==> src/rtl/rr_arb_pkg.sv <==
// Shared helpers for the round-robin arbiter: index wrap arithmetic used for pointer rotation.
package rr_arb_pkg;

    localparam int RR_ARB_N_DEFAULT = 8;

    // Successor of idx in a ring of n requesters.
    function automatic int rr_next_idx(input int idx, input int n);
        return (idx + 1 >= n) ? 0 : idx + 1;
    endfunction

endpackage

==> src/rtl/rr_arb_dec.sv <==
// Binary-to-one-hot decoder: out_o[k] is set when in_i == k, for k below W.
module dec #(
    parameter int W     = 8,
    parameter int OUT_W = W,
    localparam int IN_W = (W > 1) ? $clog2(W) : 1
) (
    input  logic [IN_W-1:0]  in_i,
    output logic [OUT_W-1:0] out_o
);

    always_comb begin
        out_o = '0;
        for (int k = 0; k < OUT_W; k++) begin
            if (k < W && in_i == IN_W'(k)) begin
                out_o[k] = 1'b1;
            end
        end
    end

endmodule

==> src/rtl/rr_arb.sv <==
// Packet-level round-robin arbiter: locks a grant for a whole multi-beat transfer,
// then rotates priority past the released requester.
module rr_arb
    import rr_arb_pkg::*;
#(
    parameter int N     = RR_ARB_N_DEFAULT,
    parameter int IDX_W = $clog2(N)
) (
    input  logic             clk,
    input  logic             rst,
    input  logic [N-1:0]     req_i,
    input  logic [N-1:0]     last_i,
    input  logic             ack_i,
    output logic             gnt_vld_o,
    output logic [IDX_W-1:0] gnt_idx_o,
    output logic [N-1:0]     gnt_o
);

    typedef enum logic {IDLE, LOCKED} rr_arb_state_t;

    rr_arb_state_t    state_q, state_d;
    logic [IDX_W-1:0] idx_q, idx_d;
    logic [IDX_W-1:0] ptr_q, ptr_d;
    logic [N-1:0]     dec_out;
    logic             release_w;

    function automatic logic [IDX_W-1:0] lowest_set(input logic [N-1:0] v);
        logic [IDX_W-1:0] r;
        r = '0;
        for (int k = N - 1; k >= 0; k--) begin
            if (v[k]) r = IDX_W'(k);
        end
        return r;
    endfunction

    // Requests at or above the pointer take precedence; otherwise wrap to the lowest one.
    function automatic logic [IDX_W-1:0] rr_find(input logic [N-1:0] req,
                                                 input logic [IDX_W-1:0] start);
        logic [N-1:0] hi_mask;
        logic [N-1:0] masked;
        for (int k = 0; k < N; k++) begin
            hi_mask[k] = (k >= int'(start));
        end
        masked = req & hi_mask;
        return (masked != '0) ? lowest_set(masked) : lowest_set(req);
    endfunction

    assign release_w = (state_q == LOCKED) && ack_i && last_i[idx_q];

    always_comb begin
        state_d = state_q;
        idx_d   = idx_q;
        ptr_d   = ptr_q;
        case (state_q)
            IDLE: begin
                if (req_i != '0) begin
                    state_d = LOCKED;
                    idx_d   = rr_find(req_i, ptr_q);
                end
            end
            LOCKED: begin
                if (release_w) begin
                    ptr_d = IDX_W'(rr_next_idx(int'(idx_q), N));
                    // The released index is last in search order from the new
                    // pointer, so it only wins again when it is the sole requester.
                    if (req_i != '0) begin
                        idx_d = rr_find(req_i, ptr_d);
                    end else begin
                        state_d = IDLE;
                    end
                end
            end
            default: state_d = IDLE;
        endcase
    end

    always_ff @(posedge clk) begin
        if (rst) begin
            state_q <= IDLE;
            idx_q   <= '0;
            ptr_q   <= '0;
        end else begin
            state_q <= state_d;
            idx_q   <= idx_d;
            ptr_q   <= ptr_d;
        end
    end

    dec #(
        .W     (N),
        .OUT_W (N)
    ) u_dec (
        .in_i  (idx_q),
        .out_o (dec_out)
    );

    assign gnt_vld_o = (state_q == LOCKED);
    assign gnt_idx_o = idx_q;
    assign gnt_o     = dec_out & {N{gnt_vld_o}};

endmodule

==> config.mk <==
export PLATFORM = sky130hd
export DESIGN_NAME = rr_arb
export DESIGN_NICKNAME = d
export VERILOG_FILES = /design/src/rtl/rr_arb_pkg.sv /design/src/rtl/rr_arb_dec.sv /design/src/rtl/rr_arb.sv
export SDC_FILE = /design/constraint.sdc
export NUM_CORES = 1
export LEC_CHECK = 0
export ABC_AREA = 0
export CORE_MARGIN = 3
export CORE_UTILIZATION = 40
export CTS_CLUSTER_DIAMETER = 30
export DETAILED_ROUTE_END_ITERATION = 16
export HOLD_SLACK_MARGIN = 0.15
export PLACE_DENSITY = 0.7
export SLEW_MARGIN = 20
export SYNTH_ARGS = -nofsm -noshare
export SYNTH_HDL_FRONTEND = slang
export SYNTH_SLANG_ARGS = --single-unit
==> constraint.sdc <==
create_clock -name clk -period 3.2 [get_ports clk]
set_input_delay 0.48 -clock clk [delete_from_list [all_inputs] [get_ports clk]]
set_output_delay 0.48 -clock clk [all_outputs]
set_load 0.005 [all_outputs]
==> results of run 1 <==
worst reg2reg max path, cell delays in order, from the launching register on:
cell,delay (ps)
dfxtp_1,550
ha_1,250
ha_1,300
or2b_1,280
o221ai_1,280
nand3_1,150
o21bai_1,180
a311oi_1,330
a211oi_1,90
state kept, by name, summed over array words and instances (netlist names):
| name | flops |
|---|---|
| ptr_q | 3 |
| gnt_idx_o | 3 |
| gnt_vld_o | 1 |
cell families (layout without fill, tap and decap cells):
kind of cell | Yosys count | count (layout) | share of synthesized area
flops | 7 | 7 | 0.141
simple gates | 49 | 49 | 0.273
fa+ha+maj | 6 | 6 | 0.0756
compound gates | 45 | 45 | 0.334
buf+inv | 16 | 43 | 0.0932
mux | 5 | 5 | 0.0831
cell type report:
type	instances	area share
tap	28	0.0270
timing repair buffer	30	0.232
multi-input combinational	105	0.587
inverter	9	0.0261
clock buffer	4	0.0203
sequential	7	0.108
worst min-delay path by stage:
stage / to / start
floorplan: ptr_q[1] / ptr_q[1]
global placement: ptr_q[1] / ptr_q[1]
detailed placement: ptr_q[1] / ptr_q[1]
CTS: ptr_q[1] / ptr_q[1]
global route: ptr_q[1] / ptr_q[1]
finish: ptr_q[1] / ptr_q[1]
power groups by stage:
stage / combinational (mW) / clock, mW / sequential (mW)
final: 0.186 / 0.0825 / 0.116
after global routing: 0.203 / 0.0870 / 0.118
after CTS: 0.184 / 0.0831 / 0.116
after detailed placement: 0.183 / 0 / 0.117
after global placement: 0.179 / 0 / 0.117
after floorplan: 0.130 / 0 / 0.105
synthesized netlist by cell type, drive strengths merged, types with 3 or more instances:
cell type	n	share of area
inv	9	0.034
a21oi	10	0.054
mux2i	3	0.030
buf	4	0.033
nand3	3	0.015
nand2	11	0.044
o31ai	4	0.030
and3	4	0.026
o21ai	6	0.030
dfxtp	7	0.14
nor2	11	0.042
and2	6	0.038
ha	6	0.076
per-layer routing:
metal  global-route usage  vias up  part of all wire
met5                    0        -                 0
met3               0.0418        4             0.083
li1                     -      537                 -
met1                0.234      507              0.45
met4               0.0576        0             0.014
met2                0.282       66              0.45
==> metrics.md, run 1 <==
| Metric | Value |
|---|---|
| Synthesized Nets | 153 |
| Static Leak | 0.505 nW |
| Cell Chain, Critical Path | ha_1, ha_1, or2b_1, o221ai_1, nand3_1, o21bai_1, a311oi_1, a211oi_1 |
| Pins Over Slew Limit | 0 |
| Sequential cell area | 140 sq um |
| 1st-iter DRT viols | 35 |
| Clock root buffer | clkbuf_4 |
| CP Launch Type | flop |
| DP Cell Count | ~180 |
| Worst hold path type | reg -> reg |
| Worst setup EP type | flop |
| Gate power share | 0.484 |
| Fin cells | roughly 180 |
| Pwr Density | around 300 mW/mm^2 |
| EDFF count, synth | 0 |
| Endpoints failing hold | 0 |
| Nets | around 180 |
| Starting Density | 0.437 |
| Drt first pass iters | 4 |
| Setup ws final | roughly 650 ps |
| Clock power frac | 0.215 |
| Placer congestion estimate | ~1.0 |
| Relative slew slack | 0.647 |
| Max Cap Viol | 0 |
| Critical path data required time | between 3000 and 4000 ps |
| Buffers on Ports | 30 |
| CP arrival | approximately 2700 ps |
| Levels on crit path | 8 |
| Sequential share of the synthesized area | 0.141 |
| F_max | between 300 and 400 MHz |
| CTS Buf Count | 3 |
| Worst slack at placement | approximately 630 ps |
| Clock slew at reported path FFs | ~60 ps |
| Commonest non-fill, non-tap cell in the layout | clkdlybuf4s50_1 |
| Status | complete, no violations |
| WHS | 544 ps |
| Peak VDD IR | between 0.15 and 0.2 mV |
| Reg power frac | 0.301 |
| Via density per instance | between 6 and 7 |
| Reg2Reg Depth | 8 |
| Ratio of cells with drive above 1 in the final layout | 0.0710 |
| Final Cell Area | around 0.0013 sq mm |
| Final Critical Period | roughly 2600 ps |
| Most frequent CP cell | ha_1 |
| Hold buffer count at cts | 0 |
| Final wirelength | roughly 2800 um |
| Synthesized area per cell | 7.76 sq um |
| Footprint of the multi-input gates | ~760 sq um |
| Clock Path Buffers | 2 |
| Setup Skew | 6.37 ps |
| Overflow left after global routing | 0 |
| RSZ-0062 raised after global routing | false |
| ANT cells | 0 |
| Post_cts resized | 0 |
| First-pass GRT wire length | roughly 4500 um |
| Cell internal pwr | around 240 uW |
| Initial antenna violation count | 0 |
| DP HPWL | around 2200 um |
| Post-CTS setup buffers | 0 |
| Register bit count reported by yosys | 7 |
| Switching share of power | 0.374 |
| Die width | about 56 um |
| TritonCTS Sinks | 7 |
| Asr flop ratio synth | 0 |
| Crit path to | gnt_idx_o[2] |
| Post-Synthesis Cells | 128 |
| Largest net degree at the start of global routing | 16 |
| Post-route setup TNS | 0 ps |
| Number of synthesis warnings | 0 |
| CTS tree | yes |
| Vias post-DR | roughly 1100 |
| Number of global-route vias before repair | 963 |
| WHS Path Cells | 2 |
| CP delay by family, top | compound AO/OA/AOI/OAI gates |
| Area growth syn-to-layout | 30.5% |
| Antenna-violating nets left | 0 |
| # IOs | 31 |
| DP Area | 0.00127 sq mm |
| Reg2Reg Setup Slack | 650 ps |
| Worst skew pair latency | ~260 ps |
| Worst path max stage delay | 550 ps |
| Cell variety after synth | between 50 and 60 |
| Fin crit share | 0.798 |
| Worst path slowest cell | dfxtp_1 |
| Final Core Density | 0.570 |
| Gr usage total | 0.177 |
| Die area | a little over 0.003 sq mm |
| Worst Setup SP | gnt_idx_o[1] |
| Worst path bufs/invs | 0 |
| H-Tree Level Count | 1 |
| Main flop type after synthesis | dfxtp_1 |
| Setup violators final | 0 |
| Worst-path maximum fanout | 10 |
| Crit path kind | reg -> reg |
| Remaining DRCs | 0 |
| # fillers | 236 |
| Total chip power | around 380 uW |
| Rows | 17 |
| Net switching power | around 140 uW |
| Most frequent cells in the layout | 30 x clkdlybuf4s50_1, 11 x nor2_1, 10 x nand2_1 |
| Worst r2r src | gnt_idx_o[1] |
| Worst-Margin Slew | between 500 and 600 ps |
| Drt wl/cell | roughly 15 um |
| Core area | around 0.0023 sq mm |
| R2r endpoint | gnt_idx_o[2] |
| Die height | ~56 um |
| Post-Synthesis Cell Area | 993 sq um |
Note: power is estimated with default switching activity, not from simulation.
==> run 2, diff against run 1 <==
--- a/config.mk
+++ b/config.mk
@@ -11,7 +11,7 @@
 export CTS_CLUSTER_DIAMETER = 30
 export DETAILED_ROUTE_END_ITERATION = 16
 export HOLD_SLACK_MARGIN = 0.15
-export PLACE_DENSITY = 0.7
+export PLACE_DENSITY = 0.73
 export SLEW_MARGIN = 20
 export SYNTH_ARGS = -nofsm -noshare
 export SYNTH_HDL_FRONTEND = slang
==> constraint.sdc (replaced) <==
create_clock -name clk -period 2.1 [get_ports clk]
set_input_delay 0.315 -clock clk [delete_from_list [all_inputs] [get_ports clk]]
set_output_delay 0.315 -clock clk [all_outputs]
set_load 0.005 [all_outputs]
==> metrics.md, run 2 (synthesis gave the netlist of run 1 again) <==
| Metric | Value |
|---|---|
| First-pass GRT wire length | roughly 5100 um |
| Gr usage total | 0.199 |
| TritonCTS Sinks | 7 |
| Post-route setup TNS | -14.1 ps |
| Number of global-route vias before repair | 1155 |
| Via density per instance | around 5.8 |
| Ratio of cells with drive above 1 in the final layout | 0.268 |
| F_max | 473 MHz |
| Buffers on Ports | 30 |
| Hold buffer count at cts | 0 |
| Status | complete, but fails checks |
| Worst skew pair latency | ~250 ps |
| Clock root buffer | clkbuf_4 |
| Die width | around 56 um |
| # IOs | 31 |
| Pins Over Slew Limit | 0 |
| Final Core Density | 0.690 |
| CTS Buf Count | 3 |
| DP HPWL | approximately 2500 um |
| Core area | between 0.002 and 0.0025 sq mm |
| Commonest non-fill, non-tap cell in the layout | clkdlybuf4s50_1 |
| Antenna-violating nets left | 0 |
| Relative slew slack | 0.579 |
| Initial antenna violation count | 0 |
| Clock power frac | 0.178 |
| Drt first pass iters | 4 |
| CP arrival | 2240 ps |
| WHS Path Cells | 2 |
| Critical path data required time | 2230 ps |
| Fin crit share | 1.01 |
| Worst hold path type | reg -> reg |
| Sequential cell area | ~150 sq um |
| Setup Skew | 0.892 ps |
| Footprint of the multi-input gates | between 800 and 900 sq um |
| Clock slew at reported path FFs | approximately 50 ps |
| 1st-iter DRT viols | 38 |
| Endpoints failing hold | 0 |
| Drt wl/cell | 15.0 um |
| Vias post-DR | roughly 1200 |
| Die height | about 56 um |
| Net switching power | between 200 and 250 uW |
| # fillers | a little over 200 |
| Overflow left after global routing | 0 |
| Pwr Density | roughly 440 mW/mm^2 |
| Worst r2r src | gnt_idx_o[0] |
| Final wirelength | 3170 um |
| Reg2Reg Depth | 8 |
| Max Cap Viol | 0 |
| Worst-Margin Slew | 615 ps |
| R2r endpoint | gnt_idx_o[2] |
| Violated checks | negative setup slack |
| Die area | between 0.003 and 0.004 sq mm |
| Static Leak | approximately 0.65 nW |
| WHS | between 500 and 600 ps |
| ANT cells | 0 |
| Worst setup EP type | flop |
| Peak VDD IR | approximately 0.33 mV |
| RSZ-0062 raised after global routing | true |
| Placer congestion estimate | between 0.8 and 0.9 |
| Largest net degree at the start of global routing | 12 |
| Hold path start | gnt_idx_o[2] |
| Cell internal pwr | approximately 450 uW |
| Starting Density | 0.437 |
| DP Cell Count | ~210 |
| Clock Path Buffers | 2 |
| Reg2Reg Setup Slack | -10 ps |
| Final Critical Period | about 2100 ps |
| CTS tree | yes |
| Reg power frac | 0.230 |
| Fin cells | ~210 |
| Final Cell Area | roughly 0.0016 sq mm |
| CP Launch Type | flop |
| Rows | 17 |
| Crit path kind | reg -> reg |
| Nets | between 200 and 250 |
| H-Tree Level Count | 1 |
| Switching share of power | 0.358 |
| Setup violators final | 1 |
| Hold Path Sink | gnt_idx_o[2] |
| Worst-path maximum fanout | 6 |
| Most frequent cells in the layout | 30 x clkdlybuf4s50_1, 28 x buf_4, 11 x nor2_1 |
| Area growth syn-to-layout | 58.1% |
| Remaining DRCs | 0 |
| Gate power share | 0.591 |
| DP Area | about 0.0015 sq mm |
| Setup ws final | -14.1 ps |
## run 2: how the worst max path moves through the flow
stage | from | cells past startpoint | slack, ps | endpoint
3_5_place_dp | req_i[5] | 6 | -150 | gnt_idx_o[0]
3_3_place_gp | req_i[5] | 6 | -110 | gnt_idx_o[0]
5_1_grt | gnt_idx_o[0] | 8 | -110 | gnt_idx_o[2]
6_report | gnt_idx_o[0] | 8 | -10 | gnt_idx_o[2]
4_1_cts | gnt_idx_o[0] | 8 | -20 | gnt_idx_o[2]
2_1_floorplan | gnt_idx_o[2] | 9 | 20 | gnt_idx_o[0]
## run 2: power by group through the flow
stage          logic, mW  registers, mW  clock network, mW
5_1_grt            0.453          0.162              0.139
4_1_cts            0.394          0.161              0.130
3_3_place_gp       0.379          0.160                  0
3_5_place_dp       0.390          0.161                  0
6_report           0.413          0.161              0.124
2_1_floorplan      0.213          0.161                  0
## run 2: what timing repair did
| action | 4_1_cts | 5_1_grt |
|---|---|---|
| endpoints found under the hold margin | 0 | 0 |
| pin swaps | 4 | 4 |
| buffers inserted | 0 | 1 |
| resized for setup | 5 | 3 |
| setup endpoints to repair | 2 | 3 |
## run 2: critical path, stage by stage, from the launching register on
cell      delay (ps)
dfxtp_4          360
ha_4             170
ha_4             230
or3b_4           380
a21oi_2          170
nand3_1          120
o21bai_1         190
a311oi_2         280
a211oi_1          70
## run 2: per-stage QoR
| step | power, mW | worst slack [ps] |
|---|---|---|
| final | 0.698 | -14.1 |
| after global routing | 0.754 | -109 |
| after CTS | 0.684 | -15.3 |
| after detailed placement | 0.550 | -152 |
| after global placement | 0.539 | -107 |
| after floorplan | 0.374 | 20.4 |
## run 2: final cells by class
| type | instances | share of cell area |
|---|---|---|
| multi-input combinational | 105 | 0.522 |
| timing repair buffer | 58 | 0.325 |
| sequential | 7 | 0.0924 |
| tap | 28 | 0.0223 |
| inverter | 9 | 0.0215 |
| clock buffer | 4 | 0.0167 |
## run 2: routing by layer
metal | routed length [um] | global-route usage
met5 | 0 | 0
met1 | 1310 | 0.251
met3 | 161 | 0.0186
met4 | 36 | 0.0542
met2 | 1660 | 0.358
